**src/rtl/pipeline_stall_ctrl.sv**
```systemverilog
// pipeline_stall_ctrl: central stall/flush sequencer for the 5-stage RV32 pipeline.
//   Hazard inputs : dmem_req_mem/dmem_ready (data-memory wait), mdu_op_ex/mdu_done (MUL/DIV),
//                   branch_taken_ex (EX redirect), mem_read_idex/rd_idex/rs1_ifid/rs2_ifid (load-use)
//   Stage controls: pc_write, ifid_write/flush, idex_write/flush, exmem_write/flush, memwb_flush
//   MDU handshake : mdu_go start pulse, mdu_timeout sticky watchdog error
//   Perf counter  : stall_cycles, saturating count of cycles with pc_write=0
module pipeline_stall_ctrl #(
  parameter int MDU_TIMEOUT = 64,
  parameter int CNT_W = 32
) (
  input  logic             clk,
  input  logic             rst_n,
  input  logic             mem_read_idex,
  input  logic [4:0]       rd_idex,
  input  logic [4:0]       rs1_ifid,
  input  logic [4:0]       rs2_ifid,
  input  logic             branch_taken_ex,
  input  logic             mdu_op_ex,
  input  logic             mdu_done,
  input  logic             dmem_req_mem,
  input  logic             dmem_ready,
  output logic             pc_write,
  output logic             ifid_write,
  output logic             ifid_flush,
  output logic             idex_write,
  output logic             idex_flush,
  output logic             exmem_write,
  output logic             exmem_flush,
  output logic             memwb_flush,
  output logic             mdu_go,
  output logic             mdu_timeout,
  output logic [CNT_W-1:0] stall_cycles
);
  localparam int WD_W = $clog2(MDU_TIMEOUT + 1);
  typedef enum logic {RUN, MDU_BUSY} state_t;
  state_t state_q, state_d;
  logic done_latch_q, done_latch_d;
  logic mdu_timeout_q, mdu_timeout_d;
  logic [WD_W-1:0] wd_q, wd_d;
  logic [CNT_W-1:0] stall_cycles_q, stall_cycles_d;
  logic dstall, lu, busy, wd_hit, done, mstall, adv;
  always_comb begin
    dstall = dmem_req_mem & ~dmem_ready;
    lu = mem_read_idex & (rd_idex != 5'd0) & ((rd_idex == rs1_ifid) | (rd_idex == rs2_ifid));
    busy = state_q == MDU_BUSY;
    // >= rather than == so a watchdog expiry masked by a data-memory wait still releases afterwards
    wd_hit = wd_q >= WD_W'(MDU_TIMEOUT - 1);
    done = mdu_done | done_latch_q;
    mstall = busy ? ~(done | wd_hit) : mdu_op_ex;
    // EX and everything upstream may move this cycle
    adv = rst_n & ~dstall & ~mstall;
    pc_write = adv & (branch_taken_ex | ~lu);
    ifid_write = adv & (branch_taken_ex | ~lu);
    ifid_flush = ~rst_n | (adv & branch_taken_ex);
    idex_write = adv;
    idex_flush = ~rst_n | (adv & (branch_taken_ex | lu));
    exmem_write = rst_n & ~dstall;
    exmem_flush = ~rst_n | (~dstall & mstall);
    memwb_flush = ~rst_n | dstall;
    mdu_go = rst_n & ~busy & mdu_op_ex & ~dstall;
    state_d = busy ? ((mstall | dstall) ? MDU_BUSY : RUN) : (mdu_go ? MDU_BUSY : RUN);
    // a done pulse that lands while memory freezes the pipe is held until the release can happen
    done_latch_d = busy & dstall & done;
    wd_d = ~busy ? '0 : (wd_q == WD_W'(MDU_TIMEOUT)) ? wd_q : wd_q + 1'b1;
    mdu_timeout_d = mdu_timeout_q | (busy & wd_hit & ~done);
    stall_cycles_d = (~pc_write & ~&stall_cycles_q) ? stall_cycles_q + 1'b1 : stall_cycles_q;
  end
  always_ff @(posedge clk) begin
    if (!rst_n) begin
      state_q <= RUN;
      done_latch_q <= 1'b0;
      wd_q <= '0;
      mdu_timeout_q <= 1'b0;
      stall_cycles_q <= '0;
    end else begin
      state_q <= state_d;
      done_latch_q <= done_latch_d;
      wd_q <= wd_d;
      mdu_timeout_q <= mdu_timeout_d;
      stall_cycles_q <= stall_cycles_d;
    end
  end
  assign mdu_timeout = mdu_timeout_q;
  assign stall_cycles = stall_cycles_q;
endmodule

```
**config.mk**
```make
export PLATFORM = sky130hd
export DESIGN_NAME = pipeline_stall_ctrl
export DESIGN_NICKNAME = d
export VERILOG_FILES = /design/src/rtl/pipeline_stall_ctrl.sv
export SDC_FILE = /design/constraint.sdc
export NUM_CORES = 1
export LEC_CHECK = 0
export BUFFER_PORTS_ARGS = -buffer_cell sky130_fd_sc_hd__buf_2
export CAP_MARGIN = 20
export CORE_MARGIN = 8
export CORE_UTILIZATION = 47
export CTS_CLUSTER_SIZE = 40
export DETAILED_ROUTE_END_ITERATION = 7
export PLACE_DENSITY = 0.8
export SETUP_SLACK_MARGIN = 0.4
export SYNTH_ARGS = -nofsm -noshare
export SYNTH_HDL_FRONTEND = slang
export SYNTH_SLANG_ARGS = --single-unit
```
**constraint.sdc**
```tcl
create_clock -name clk -period 2 [get_ports clk]
set_input_delay 0.2 -clock clk [delete_from_list [all_inputs] [get_ports clk]]
set_output_delay 0.2 -clock clk [all_outputs]
set_load 0.1 [all_outputs]
```
* Word level (Yosys, flattened, before mapping)
Index checks and enable logic that the tools add are counted.
Storage, ports and cells: bits in registers 42, bits in latches 0, bits in writable memories 0, bits in read-only memories 0, input port bits 23, output and inout bits 42, logic and storage cells 56, memories kept 0
Operators by class: add/sub/neg operators 2, multipliers 0, div/mod/pow operators 0, order comparisons 1, equal/unequal tests 3, shifts and indexed selects 0, muxes and demuxes 4, bitwise logic cells 37, reduce and logical (&&, ||, !) cells 4
Operator list (count):
- $add A32 B1 Y32 const B | 1
- $reduce_and A32 Y1 | 1
- $and A1 B1 Y1 | 17
- $or A1 B1 Y1 | 11
- $eq A5 B5 Y1 | 2
- $not A1 Y1 | 9
- $add A7 B1 Y7 const B | 1
- $eq A7 B7 Y1 const B | 1
- $ge A7 B6 Y1 const B | 1
- $reduce_bool A5 Y1 | 1
- $mux W1 | 4
- $reduce_and A2 Y1 | 1
- $logic_not A1 Y1 | 1

* Longest topological paths before layout
Gate-level depths: netlist of run 1.
word-level depth 9, mapped depth 9, depth with buffers taken out 7

* Least setup slack after synthesis of run 1
No wires, ideal clock.
path type input -> output, start point in dmem_ready, end point out idex_flush, arrival 3.125 ns, data required time 1.800 ns, slack -1.325 ns, stages on the path 6, path buffers 0, path through nand2b_1 nand2_1 or3_1 inv_1 nand2_1 nand3_1
Between the ends: longest elaborated chain between the ends 7
Ends and longest elaborated chain:
- from (decl) | line 21 | input logic dmem_ready,
- $not A1 Y1 | line 43 | dstall = dmem_req_mem & ~dmem_ready;
- $and A1 B1 Y1 | line 43
- $not A1 Y1 | line 51 | adv = rst_n & ~dstall & ~mstall;
- $and A1 B1 Y1 (2 in a row) | line 51
- via idex_write | line 25 | output logic idex_write,
- $and A1 B1 Y1 | line 56 | idex_flush = ~rst_n | (adv & (branch_taken_ex | lu));
- $or A1 B1 Y1 | line 56
- to (decl) | line 26 | output logic idex_flush,
The timed path passes the listed nets, and every way through them passes these cells.

* Worst setup path in the final report of run 1
start point reg stall_cycles_q[29], in the netlist stall_cycles[29], end point reg stall_cycles_q[29], in the netlist stall_cycles[29]
Between the ends: longest elaborated chain between the ends 3, elaborated cells between the ends (all ways) 4, those cells by class add/sub (1); bitwise (1); reduce/logical (2)
Ends and longest elaborated chain:
- from (decl) | line 40 | logic [CNT_W-1:0] stall_cycles_q, stall_cycles_d;
- from (signal assigned) | line 80 | stall_cycles_q <= stall_cycles_d;
- branches (longest 3 deep; another with $add A32 B1 Y32)
Parallel ways; which one is timed is not known. A chain may end at the register's enable or synchronous reset.

==> impl_metrics.yaml, run 1 <==
worst_setup_path:
  reg2reg_slack_ps: -660
  cp-start-kind: "flop"
  path_delay_family: "simple AND/OR/NAND/NOR gates"
  critPathMaxStageDelay_ps: 510
  crit_buf_inv: 2
  cp_max_fo: 7
  crit_slowest_cell: "or4b_4"
  end_kind: "flop"
  critical_path_arrival_ps: 2840
  path_class: "reg -> reg"
  r2r.worst_path.cells: 8
  crit_top_cell: "nand4_1"
  worst_r2r_endpoint: "stall_cycles[29]"
  r2r-start: "stall_cycles[29]"
  crit_required_ps: 2180
  path_cells: "nand4_1 -> nor4_1 -> buf_4 -> or4b_4 -> buf_8 -> nand4_1 -> or3_4 -> a21oi_2"
power:
  p_leak_nw: 1.77
  ir_worst_vdd_mv: 0.411
  power_mw: 2.11
  p_per_area_nw_per_um2: 483
finish:
  drive_above_1_share: 0.643
  area_growth_pct: 87.9
  finalNetCount: 465
  diodes: 0
  stdcell_count: 507
  fillCellCount: 171
floorplanning:
  die_h_um: 86.4
  dieArea_um2: 7470
  fp-row-count: 25
  die_x_um: 86.4
  ios: 65
  start_util: 0.490
  coreArea_um2: 4750
timing:
  finClkSkew_ps: 14.7
  grt_setup_unrepaired: "yes"
  tns_ps: -12220
  post-route-period-util: 1.33
  max_freq_ghz: 0.376
  setup_ws_ps: -662
  drv_slew: 0
  slew_headroom: 0.656
  hold-worst-slack_ps: 236
  setup_viol: 38
  hold_violations: 0
  period_minus_slack_ps: 2660
  worstMarginPinSlew_ps: 519
hold_path:
  worstHoldStart: "mdu_done"
  hold-path-endpoint: "done_latch_q"
  min_path_type: "in -> reg"
  min_path_cells: 3
global_routing:
  antenna_found_initial: 0
  grt-ovfl-total: 0
  busiest_layer: "met2"
  grt_max_degree: 29
  grt_use_met3: 0.0671
  use_met1: 0.242
  grtUsageMet2: 0.444
  track_usage: 0.245
  grt_pass1_wl_um: 14800
  grt_pass1_vias: 3076
yosys:
  ys_ff_latch: 42
  yosysWarnings: 0
  yosysMostFrequentCell: "dfxtp_1"
  netlist_top_cells_area: "dfxtp_1 36%, or3_1 7.2%, a21oi_1 6.0%"
  synth_fp_nets: 316
  synth_top_area_frac: 0.361
  synthTopCellsByCount: "42 x dfxtp_1, 28 x a21oi_1, 27 x or3_1, 24 x nand2_1, 20 x o21ai_0"
  ys_types: 42
  synth.cell_area_um2: 2330
  yosysSeqAreaShare: 0.361
  synth-main-ff-cell: "dfxtp_1"
  netlist_instances: 290
  async_flop_share: 0
  synth_largest_area_cell: "dfxtp_1"
  syn_avg_cell_area_um2: 8.04
  synth_edf_count: 0
cts:
  cts_tree: "built"
  cts_buffers: 5
  clkLatencyLatePin_ps: 310
  cts_buffer_depth: 2
  clk_pin_slew_ps: 90
  cts_sinks: 42
  cts_root_buffer: "clkbuf_8"
  h-tree-depth: 2
route:
  vias_per_cell: 6.75
  postRouteAntennaNets: 0
  vias: 3421
  first_iter_violations: 406
  firstDrtPassIters: 8
  drt-total-wl_um: 13000
  wl_per_cell_um: 25.7
  drc: 0
place:
  routabilityCongestion: 0.835
  dp_slack_ps: -95.2
  port_buffers: 64
  place_hpwl_um: 5130
  dp.cells: 465
run_status:
  outcome: "finished with violations"
  violations: "setup timing"
run:
  maxCapViolCount: 0
report_power, final:
part / internal, mW / switching (mW)
Sequential: 0.820 / 0.0129
Combinational: 0.246 / 0.341
Clock: 0.374 / 0.320
Total: 1.44 / 0.674
kinds of logic (layout without fill, tap and decap cells):
group,Yosys count,after routing,share of synthesized area
AOI/OAI and AO/OA,70,70,0.171
xor gates and xnor gates,16,16,0.0601
and+or+nand+nor,137,137,0.344
buffers and inverters,20,170,0.0403
muxes,2,2,0.00859
adders and majority gates,3,3,0.0161
DFF,42,42,0.361
flip-flops by register name, summed over array words and instances (netlist names):
name          cells
done_latch_q      1
wd_q              7
busy              1
mdu_timeout       1
stall_cycles     32
layout by cell type, fill, tap and decap left out, drive strengths merged, types with 2 or more instances in the layout:
master  Yosys  layout
a21oi      33      33
and3        5       5
and4        4       4
buf         6     154
clkbuf      8       8
dfxtp      42      42
ha          3       3
inv         6       5
mux2i       2       2
nand2      24      24
nand2b      7       7
nand3      13      13
nand3b      2       2
nand4      18      18
nor2       17      17
nor3        3       3
nor4        4       4
nor4b       2       2
o21ai      27      27
o311ai      2       2
o31ai       3       3
o41ai       2       2
or3        28      28
or4         5       5
or4b        2       2
xnor2      12      12
xor2        4       4
worst max-delay path by stage:
stage	start	endpoint	slack, ps	cells past startpoint
after floorplan	stall_cycles[1]	stall_cycles[27]	-390	9
after detailed placement	mdu_done	stall_cycles[9]	-100	8
after CTS	wd_q[1]	idex_flush	-220	7
final	stall_cycles[29]	stall_cycles[29]	-660	8
after global routing	stall_cycles[29]	stall_cycles[29]	-640	8
after global placement	mdu_done	stall_cycles[9]	-50	8
stage by stage:
| step | utilization | cell area, um^2 |
|---|---|---|
| 4_1_cts | 0.835 | 3970 |
| 2_1_floorplan | - | 2590 |
| 3_3_place_gp | 0.722 | 3430 |
| 5_1_grt | 0.921 | 4380 |
| 6_report | 0.921 | 4380 |
| 3_5_place_dp | 0.722 | 3430 |
metal layers:
layer,share of wire,vias to the layer above
li1,-,1374
met1,0.34,1598
met3,0.10,121
met4,0.086,0
met2,0.47,328
met5,0,-
final cells by class:
| cell class | instances | area, um^2 | area share |
|---|---|---|---|
| Multi-Input combinational cell | 228 | 1870 | 0.428 |
| Tap cell | 67 | 83.8 | 0.0191 |
| Clock buffer | 7 | 76.3 | 0.0174 |
| Inverter | 6 | 26.3 | 0.00600 |
| Sequential cell | 42 | 946 | 0.216 |
| Clock inverter | 1 | 30.0 | 0.00686 |
| Timing Repair Buffer | 156 | 1340 | 0.307 |
worst reg2reg max path: cells and delay by family (launching register included):
family	cells	cell delay (ps)
and+or+nand+nor	5	1660
buffers and inverters	2	410
AOI/OAI and AO/OA	1	60
DFF	1	420
what timing repair did:
item,CTS,global route
gates cloned,4,0
resized for setup,57,70
hold buffers,0,0
buffers inserted,13,17
pin swaps,63,32
setup endpoints to repair,38,39
No activity file was read; power rests on OpenSTA's default activity.
==> run 2, diff against run 1 <==
ABC_AREA = 1   (was unset)
CORE_UTILIZATION = 35   (was 47)
PLACE_DENSITY = 0.62   (was 0.8)
SKIP_LAST_GASP = 1   (was unset)
==> run 2 against run 1 <==
  * The flow now finishes without violations
  * Sequential cell count unchanged
  * Clock skew down 9.0 ps
  * Cell area decreased by 12%
  * Die area grew 42%
  * Clock power decreased by 5.5%
  * Worst setup slack gained 690 ps
  * Worst hold slack got worse by 20 ps
  * Sequential power is 2.4% higher
  * Synthesized cell count up 50%
  * First-iteration DRC count shrank 70%
  * Critical path type is now reg -> out
  * Largest power group unchanged
  * Highest routed layer unchanged
==> impl_metrics.yaml, run 2 <==
run_status:
  outcome: "complete, no violations"
finish:
  fillCellCount: 763
  final_cell_mix: "108 x nand2_1, 78 x nor2_1, 57 x buf_2, 52 x inv_1, 44 x nand3_1"
  area_growth_pct: 45.0
  largest_reg_flops: 32
  layout_commonest_cell: "nand2_1"
  diodes: 0
  drive_above_1_share: 0.336
  finalNetCount: 549
floorplanning:
  coreArea_um2: 7290
  ios: 65
  die_x_um: 103
  fp-row-count: 31
  dieArea_um2: 10600
  start_util: 0.364
  die_h_um: 103
route:
  drt-total-wl_um: 7730
  vias: 2943
  firstDrtPassIters: 4
  wl_per_cell_um: 12.4
  drc: 0
  first_iter_violations: 121
  vias_per_cell: 4.72
  postRouteAntennaNets: 0
yosys:
  synth.cell_area_um2: 2650
  ys_ff_latch: 42
  async_flop_share: 0
  netlist_top_cells_area: "dfxtp_1 32%, nand2_1 16%, nor2_1 12%"
  yosysWarnings: 0
  synth_top_area_frac: 0.317
  synth_fp_nets: 460
  synth-main-ff-cell: "dfxtp_1"
  synthTopCellsByCount: "112 x nand2_1, 83 x nor2_1, 54 x inv_1, 47 x nand3_1, 42 x dfxtp_1"
  ys_types: 26
  synth_edf_count: 0
  netlist_instances: 434
  yosysSeqAreaShare: 0.317
  syn_avg_cell_area_um2: 6.11
  yosysMostFrequentCell: "nand2_1"
  synth_largest_area_cell: "dfxtp_1"
place:
  routabilityCongestion: 0.809
  port_buffers: 64
  dp_slack_ps: 39.7
  place_hpwl_um: 5310
worst_setup_path:
  critical_path_arrival_ps: 1770
  crit_slowest_cell: "dfxtp_4"
  r2r-start: "wd_q[0]"
  cp_max_fo: 4
  worst_r2r_endpoint: "stall_cycles[0]"
  path_class: "reg -> out"
  crit_buf_inv: 2
  cp-start-kind: "flop"
  path_delay_family: "simple AND/OR/NAND/NOR gates"
  critPathMaxStageDelay_ps: 370
  crit_top_cell: "nor2_4"
  crit_required_ps: 1800
  end_kind: "output pin"
  path_cells: "ha_4 -> nand3_4 -> nor2_4 -> nor2_2 -> nand3_2 -> nand2_2 -> nor2_4 -> nand2_4 -> clkinvlp_4 -> buf_12"
  r2r.worst_path.cells: 13
  reg2reg_slack_ps: 40
hold_path:
  hold-path-endpoint: "done_latch_q"
  min_path_cells: 4
  min_path_type: "in -> reg"
  worstHoldStart: "mdu_done"
power:
  power_mw: 2.03
  p_leak_nw: 1.82
  ir_worst_vdd_mv: 0.390
  p_per_area_nw_per_um2: 529
run:
  maxCapViolCount: 0
timing:
  max_freq_ghz: 0.508
  post-route-period-util: 0.984
  drv_slew: 0
  hold-worst-slack_ps: 216
  period_minus_slack_ps: 1970
  worstMarginPinSlew_ps: 656
  finClkSkew_ps: 5.77
  grt_setup_unrepaired: "yes"
  slew_headroom: 0.558
  setup_viol: 0
  hold_violations: 0
  setup_ws_ps: 33.0
global_routing:
  grt-ovfl-total: 0
  antenna_found_initial: 0
  track_usage: 0.137
  grt_pass1_wl_um: 11800
  grt_max_degree: 34
  grt_pass1_vias: 2754
cts:
  cts_tree: "built"
  clkLatencyLatePin_ps: 290
  cts_sinks: 42
  cts_buffer_depth: 2
  h-tree-depth: 2
  clk_pin_slew_ps: 80
  cts_buffers: 5
  cts_root_buffer: "clkbuf_8"
-- run 2: cell types whose count changed after synthesis, moves of 8 or more --
| cell | before | now |
|---|---|---|
| nand2_1 | 24 | 112 |
| nor2_1 | 17 | 83 |
| inv_1 | 6 | 54 |
| nand3_1 | 11 | 47 |
| or3_1 | 27 | 0 |
| o21ai_0 | 20 | 4 |
| nand4_1 | 18 | 5 |
| nand3_2 | 2 | 12 |
| xnor2_1 | 12 | 4 |
-- run 2: final cells by class --
cell class,count,area [um^2],area share
clock buffer,7,76.3,0.0198
clock inverter,1,30.0,0.00780
inverter,56,224,0.0582
multi-input combinational,323,1740,0.452
sequential,42,871,0.226
tap,99,124,0.0322
timing repair buffer,95,785,0.204
-- run 2: layer usage --
layer	share of wire	track usage	routed length, um
met2	0.51	0.252	3960
met5	0	0	0
met1	0.43	0.148	3290
met3	0.054	0.0378	417
met4	0.0072	0.0367	56
-- run 2: metrics by stage --
stage	utilization	setup TNS (ps)	std cells	cell area, um^2
6_report	0.528	0	623	3850
3_3_place_gp	0.451	0	595	3290
5_1_grt	0.528	-490	623	3850
4_1_cts	0.482	-70.8	609	3510
3_5_place_dp	0.451	0	595	3290
2_1_floorplan	-	-13670	434	2750
-- run 2: repair_timing --
| action | CTS | global route |
|---|---|---|
| gates cloned | 0 | 6 |
| setup endpoints to repair | 38 | 40 |
| endpoints found under the hold margin | 0 | 0 |
| buffers inserted | 6 | 8 |
| pin swaps | 7 | 10 |
| gates resized for setup | 20 | 36 |
| hold buffers | 0 | 0 |
-- run 2: worst max-delay path by stage --
stage | from | cells after the start | end
4_1_cts | wd_q[1] | 10 | pc_write
3_5_place_dp | wd_q[0] | 10 | pc_write
5_1_grt | wd_q[0] | 10 | pc_write
6_report | wd_q[0] | 10 | ifid_write
2_1_floorplan | rst_n | 10 | pc_write
3_3_place_gp | wd_q[0] | 10 | pc_write
-- run 2: tightest hold or removal path: stages --
cell	delay, ps
buf_2	70
or2_2	100
inv_1	30
nor2_1	70
-- run 2: kinds of logic (layout without fill, tap and decap cells) --
logic type	Yosys count	count (layout)	synth area share
AO/OA/AOI/OAI	40	40	0.0769
XOR/XNOR	6	6	0.0198
flip-flops	42	42	0.317
adder cells (fa/ha/maj)	3	3	0.0141
AND/OR/NAND/NOR	274	274	0.459
buffers and inverters	69	159	0.114
-- run 2: power breakdown --
part / switching [mW] / total (mW) / internal, mW
combinational: 0.333 / 0.524 / 0.191
clock: 0.283 / 0.657 / 0.374
sequential: 0.00956 / 0.853 / 0.844
